$ cat src/rtl/if_buffer_pkg.sv
// Shared definitions for the instruction-fetch buffer: default widths,
// the all-zero word and the fetch address stride.
package if_buffer_pkg;

    localparam int INST_WIDTH = 32;
    localparam int ADDR_WIDTH = 32;

    localparam logic [INST_WIDTH-1:0] ZERO_WORD = '0;
    localparam logic [ADDR_WIDTH-1:0] ZERO_ADDR = '0;

    localparam int PC_STEP = 4;

    // Number of bits needed to hold an occupancy value from 0 to depth.
    function automatic int cnt_width(input int depth);
        return $clog2(depth) + 1;
    endfunction

endpackage

$ cat src/rtl/if_fifo.sv
// Circular store for fetched {pc, instruction} pairs. Holds its head,
// tail and occupancy count; a flush empties it in one cycle.
module if_fifo
    import if_buffer_pkg::*;
#(
    parameter int WIDTH = ADDR_WIDTH + INST_WIDTH,
    parameter int DEPTH = 4,
    localparam int PTR_W = $clog2(DEPTH),
    localparam int CNT_W = cnt_width(DEPTH)
) (
    input  logic             clk,
    input  logic             rst,
    input  logic             flush,
    input  logic             push,
    input  logic             pop,
    input  logic [WIDTH-1:0] wdata,
    output logic [WIDTH-1:0] rdata,
    output logic [CNT_W-1:0] count
);

    logic [WIDTH-1:0] mem [DEPTH];
    logic [PTR_W-1:0] head;
    logic [PTR_W-1:0] tail;

    // Pointer and count update; both pointers wrap naturally at DEPTH.
    always_ff @(posedge clk) begin
        if (rst || flush) begin
            head  <= '0;
            tail  <= '0;
            count <= '0;
        end else begin
            if (push) tail <= tail + PTR_W'(1);
            if (pop)  head <= head + PTR_W'(1);
            if (push && !pop)      count <= count + CNT_W'(1);
            else if (pop && !push) count <= count - CNT_W'(1);
        end
    end

    // Entry storage; contents need no reset because count gates visibility.
    always_ff @(posedge clk) begin
        if (push && !rst && !flush) mem[tail] <= wdata;
    end

    assign rdata = mem[head];

endmodule

$ cat src/rtl/if_buffer.sv
// Instruction-fetch buffer: issues sequential ROM fetches, queues the
// returned instructions and offers them in order to decode. A redirect
// flushes everything and restarts fetching at the branch target.
// Optional build macro IF_BYPASS_EN: a response arriving while the queue
// is empty is offered to decode in the same cycle (1-cycle latency).
module if_buffer
    import if_buffer_pkg::*;
#(
    parameter int                ADDR_W   = ADDR_WIDTH,
    parameter int                INST_W   = INST_WIDTH,
    parameter int                DEPTH    = 4,
    parameter logic [ADDR_W-1:0] RESET_PC = '0
) (
    input  logic              clk,
    input  logic              rst,
    output logic              rom_ce_o,
    output logic [ADDR_W-1:0] rom_addr_o,
    input  logic [INST_W-1:0] rom_data_i,
    input  logic              branch_flag_i,
    input  logic [ADDR_W-1:0] branch_target_i,
    output logic              id_valid_o,
    output logic [ADDR_W-1:0] id_pc_o,
    output logic [INST_W-1:0] id_inst_o,
    input  logic              id_ready_i
);

    localparam int CNT_W = cnt_width(DEPTH);

    logic [ADDR_W-1:0]        pc_q;
    logic [ADDR_W-1:0]        resp_pc_q;
    logic                     inflight_q;
    logic [CNT_W-1:0]         count;
    logic [ADDR_W+INST_W-1:0] head_entry;
    logic                     fifo_empty;
    logic                     bypass_hit;
    logic                     active;
    logic                     pop;
    logic                     fifo_pop;
    logic                     push;
    logic [CNT_W:0]           occupancy;
    logic [ADDR_W-1:0]        head_pc;
    logic [INST_W-1:0]        head_inst;

    assign fifo_empty = (count == '0);
    assign active     = !rst && !branch_flag_i;

`ifdef IF_BYPASS_EN
    assign bypass_hit = fifo_empty && inflight_q;
`else
    assign bypass_hit = 1'b0;
`endif

    assign id_valid_o = active && (!fifo_empty || bypass_hit);
    assign pop        = id_valid_o && id_ready_i;
    assign fifo_pop   = pop && !fifo_empty;
    // A bypassed response that decode takes immediately never enters the queue.
    assign push       = active && inflight_q && !(bypass_hit && pop);

    // Slots already committed (stored + in flight) after this cycle's pop.
    assign occupancy = {1'b0, count} + (CNT_W+1)'(inflight_q) - (CNT_W+1)'(pop);
    assign rom_ce_o  = active && (occupancy < (CNT_W+1)'(DEPTH));
    assign rom_addr_o = rst ? ADDR_W'(ZERO_ADDR) : pc_q;

    assign head_pc   = bypass_hit ? resp_pc_q  : head_entry[ADDR_W+INST_W-1:INST_W];
    assign head_inst = bypass_hit ? rom_data_i : head_entry[INST_W-1:0];
    assign id_pc_o   = id_valid_o ? head_pc   : ADDR_W'(ZERO_ADDR);
    assign id_inst_o = id_valid_o ? head_inst : INST_W'(ZERO_WORD);

    // Fetch PC and the single outstanding request; redirect outranks all.
    always_ff @(posedge clk) begin
        if (rst) begin
            pc_q       <= RESET_PC;
            resp_pc_q  <= '0;
            inflight_q <= 1'b0;
        end else if (branch_flag_i) begin
            pc_q       <= branch_target_i;
            inflight_q <= 1'b0;
        end else begin
            inflight_q <= rom_ce_o;
            if (rom_ce_o) begin
                resp_pc_q <= pc_q;
                pc_q      <= pc_q + ADDR_W'(PC_STEP);
            end
        end
    end

    if_fifo #(
        .WIDTH (ADDR_W + INST_W),
        .DEPTH (DEPTH)
    ) u_fifo (
        .clk   (clk),
        .rst   (rst),
        .flush (branch_flag_i),
        .push  (push),
        .pop   (fifo_pop),
        .wdata ({resp_pc_q, rom_data_i}),
        .rdata (head_entry),
        .count (count)
    );

endmodule

$ cat config.mk
export PLATFORM = sky130hd
export DESIGN_NAME = if_buffer
export DESIGN_NICKNAME = d
export VERILOG_FILES = /design/src/rtl/if_buffer_pkg.sv /design/src/rtl/if_fifo.sv /design/src/rtl/if_buffer.sv
export SDC_FILE = /design/constraint.sdc
export NUM_CORES = 1
export LEC_CHECK = 0
export ABC_AREA = 1
export BUFFER_PORTS_ARGS = -buffer_cell sky130_fd_sc_hd__buf_2
export CAP_MARGIN = 20
export CORE_MARGIN = 2
export CORE_UTILIZATION = 44
export CTS_CLUSTER_DIAMETER = 120
export DETAILED_ROUTE_END_ITERATION = 16
export HOLD_SLACK_MARGIN = 0.02
export PLACE_DENSITY_LB_ADDON = 0.25
export SYNTH_ARGS = -nofsm -noshare
export SYNTH_HDL_FRONTEND = slang
export SYNTH_SLANG_ARGS = --single-unit
$ cat constraint.sdc
create_clock -name clk -period 11.5 [get_ports clk]
set_input_delay 2.3 -clock clk [delete_from_list [all_inputs] [get_ports clk]]
set_output_delay 2.3 -clock clk [all_outputs]
set_load 0.05 [all_outputs]
==> impl_results.md <==
- Main synth FF type: edfxtp_1
- Peak Freq: 121 MHz
- Finished Cell Area: ~16000 µm²
- Max Clock Skew: roughly 0.013 ns
- # diodes: 0
- CTS tree: done
- LEAKAGE: 6.25 nW
- Seq pwr share: 0.518
- Mean area per synthesized cell: 9.96 µm²
- NumNets Final: between 1500 and 2000
- Initial Util: 0.449
- WL/cell: ~16 µm
- Post-Syn Nets: about 1500
- Worst-Skew Late Latency: around 0.51 ns
- Synth area leaders: edfxtp_1, dfxtp_1, nor2_1
- Peak VDD IR: 85.6 µV
- Die Wd: between 150 and 200 µm
- Post-route clock period utilization: 0.721
- Final setup viols: 0
- Post-DP Area: between 10000 and 15000 µm²
- RSZ-0062 raised after global routing: false
- DR vias/cell: ~5.1
- Distinct cells, synth: 28
- Global-route wire length before repair: about 50000 µm
- Core ar.: 30800 µm²
- DRC viols: 0
- Period minus WS final: between 8 and 9 ns
- Slew headroom: 0.292
- Total GRT Usage: 0.190
- FFs w/ async S/R, synth: 0
- Setup slack at placement: between 3 and 4 ns
- Area Overhead vs Synth: 16.5%
- DIE HEIGHT: roughly 180 µm
- Most common cell in the synthesized netlist: nor2_1
- FP Rows: 64
- Switching power: 0.558 mW
- Fin Setup TNS: 0 ns
- Post-Syn Instances: roughly 1400
- Aggregate routed wire length: 31700 µm
- Hold Vio Cnt, Final: 0
- Clock buffer count from CTS: 37
- Pint: around 2 mW
- RePlAce Congestion: 0.923
- Synth top area share: 0.555
- #FFs+latches synth: 330
- Max cap viols: 0
- Crit end category: output port
- Sw Share: 0.217
- IO Count: 166
- Clock share of power: 0.434
- GRT overflow: 0
- Pre-antenna DRT Iters: 5
- Sequential area share after synthesis: 0.662
- DRT antenna net count: 0
- H-tree levels: 2
- Max Slew Vio Count: 0
- Power Density: approximately 160 nW/µm²
- DRT iter0 DRCs: slightly below 700
- CP max FO: 90
- Clock transition at the registers of the reported paths: about 0.06 ns
- Antenna violations before repair: 0
- Total number of vias: 9896
- Yosys warnings: 0
- Clock root buffer master: clkbuf_16
- Post-CTS setup buffers: 0
- Critical path required time: about 9.2 ns
- Crit path launch type: primary input
- Hold bufs inserted after CTS: 0
- Share of layout cells above drive strength 1: 0.161
- Hold crit path type: flip-flop to flip-flop
- Post-CTS sizing: 0
- Cell area after synthesis: 13900 µm²
- Number of synthesized flops with an enable pin: 256
- CTS max path bufs: 3
- CP arrival: 6.00 ns
- Status: finished, final reports clean
- Yosys top cell by area: edfxtp_1
- Crit Path Category: primary input to output port
- Post-synth top cells: nor2_1, edfxtp_1, o21ai_0
- IO buf count: ~170
- Setup ws final: 3.20 ns
- Comb power frac: 0.048
- Die area: ~33000 µm²
- DP HPWL: 18300 µm
- Vias in the first global route: around 9300
- Pin count of the biggest net entering global routing: slightly below 100
- Clock sinks: 330
- Worst-margin pin slew: between 1 and 1.5 ns
-- sequential cells by signal, summed over array words and instances (netlist names), named ones only --
signal        count
pc_q             32
u_fifo.head       2
resp_pc_q        32
u_fifo.tail       2
u_fifo.mem      256
u_fifo.count      3
inflight_q        1
-- per-stage QoR --
step | cells | hold slack (ns) | util | total power, mW
after floorplan | 1391 | 0.436 | - | 1.43
after global placement | 1889 | 0.458 | 0.486 | 1.48
after detailed placement | 1889 | 0.449 | 0.486 | 1.48
after CTS | 1952 | 0.461 | 0.523 | 2.59
after global routing | 1952 | 0.519 | 0.523 | 2.66
final | 1952 | 0.455 | 0.523 | 2.57
-- cells in the final DEF (no fill, tap or decap), types with 3 or more instances in the layout --
| cell | Yosys | layout |
|---|---|---|
| nand2_1 | 157 | 156 |
| xor2_1 | 9 | 9 |
| edfxtp_1 | 256 | 256 |
| ha_1 | 9 | 9 |
| nor2_4 | 4 | 8 |
| o21ai_1 | 3 | 3 |
| o21ai_0 | 170 | 170 |
| inv_1 | 79 | 79 |
| nand2_2 | 2 | 3 |
| bufinv_16 | 0 | 3 |
| nor2_2 | 3 | 3 |
| nand3_1 | 53 | 53 |
| a21boi_0 | 5 | 5 |
| nor2_1 | 354 | 350 |
| buf_2 | 20 | 165 |
| clkinv_2 | 0 | 11 |
| clkbuf_16 | 0 | 37 |
| clkbuf_1 | 37 | 6 |
| a21oi_1 | 126 | 126 |
| clkinv_1 | 1 | 3 |
| dfxtp_1 | 74 | 72 |
| buf_4 | 1 | 11 |
-- critical path: stages --
cell     delay [ns]
buf_2          0.07
buf_4          0.49
nor2_4         0.15
nand2_2        0.10
buf_4          0.68
nor2_1         0.22
ha_1           0.25
inv_1          0.05
ha_1           0.17
inv_1          0.05
nand2_1        0.08
inv_1          0.04
nand2_1        0.07
nand3_2        0.09
nor2_4         0.11
buf_4          0.60
buf_2          0.40
-- routing by layer --
| metal | track usage | up-vias | share of wire |
|---|---|---|---|
| met2 | 0.309 | 273 | 0.46 |
| met5 | 0 | - | 0 |
| met3 | 0.0295 | 32 | 0.059 |
| li1 | - | 4982 | - |
| met1 | 0.270 | 4609 | 0.47 |
| met4 | 0.0420 | 0 | 0.012 |
-- area by class of cell --
type	count	area, µm²
fill	2826	14700
sequential	330	9170
multi-input combinational	904	4100
clock buffer	45	976
timing repair buffer	176	908
tap	396	495
inverter	83	313
clock inverter	18	173
-- kinds of logic (layout without fill, tap and decap cells) --
kind of cell             Yosys count  in the layout  share of synthesized area
adder cells (fa/ha/maj)           10             10                    0.00957
flip-flops                       330            330                      0.662
AO/OA/AOI/OAI                    307            307                      0.112
XOR/XNOR                          11             11                    0.00695
AND/OR/NAND/NOR                  576            576                      0.165
buffers and inverters            157            322                     0.0446
-- final timing paths --
path,from,endpoint,slack (ns),cells after the start
setup / recovery,rst,rom_ce_o,3.20,17
hold reg to reg,u_fifo.head[1],flip-flop,0.45,2
hold / removal,u_fifo.head[1],flip-flop,0.45,2
setup reg to reg,u_fifo.count[1],pc_q[7],7.81,17
-- power by group through the flow --
stage               combinational [mW]  clock [mW]  sequential [mW]
floorplan                       0.0855           0             1.35
finish                           0.124        1.12             1.33
global route                     0.138        1.19             1.33
detailed placement               0.124           0             1.36
CTS                              0.125        1.14             1.33
global placement                 0.122           0             1.35
(Power assumes the default switching activity.)
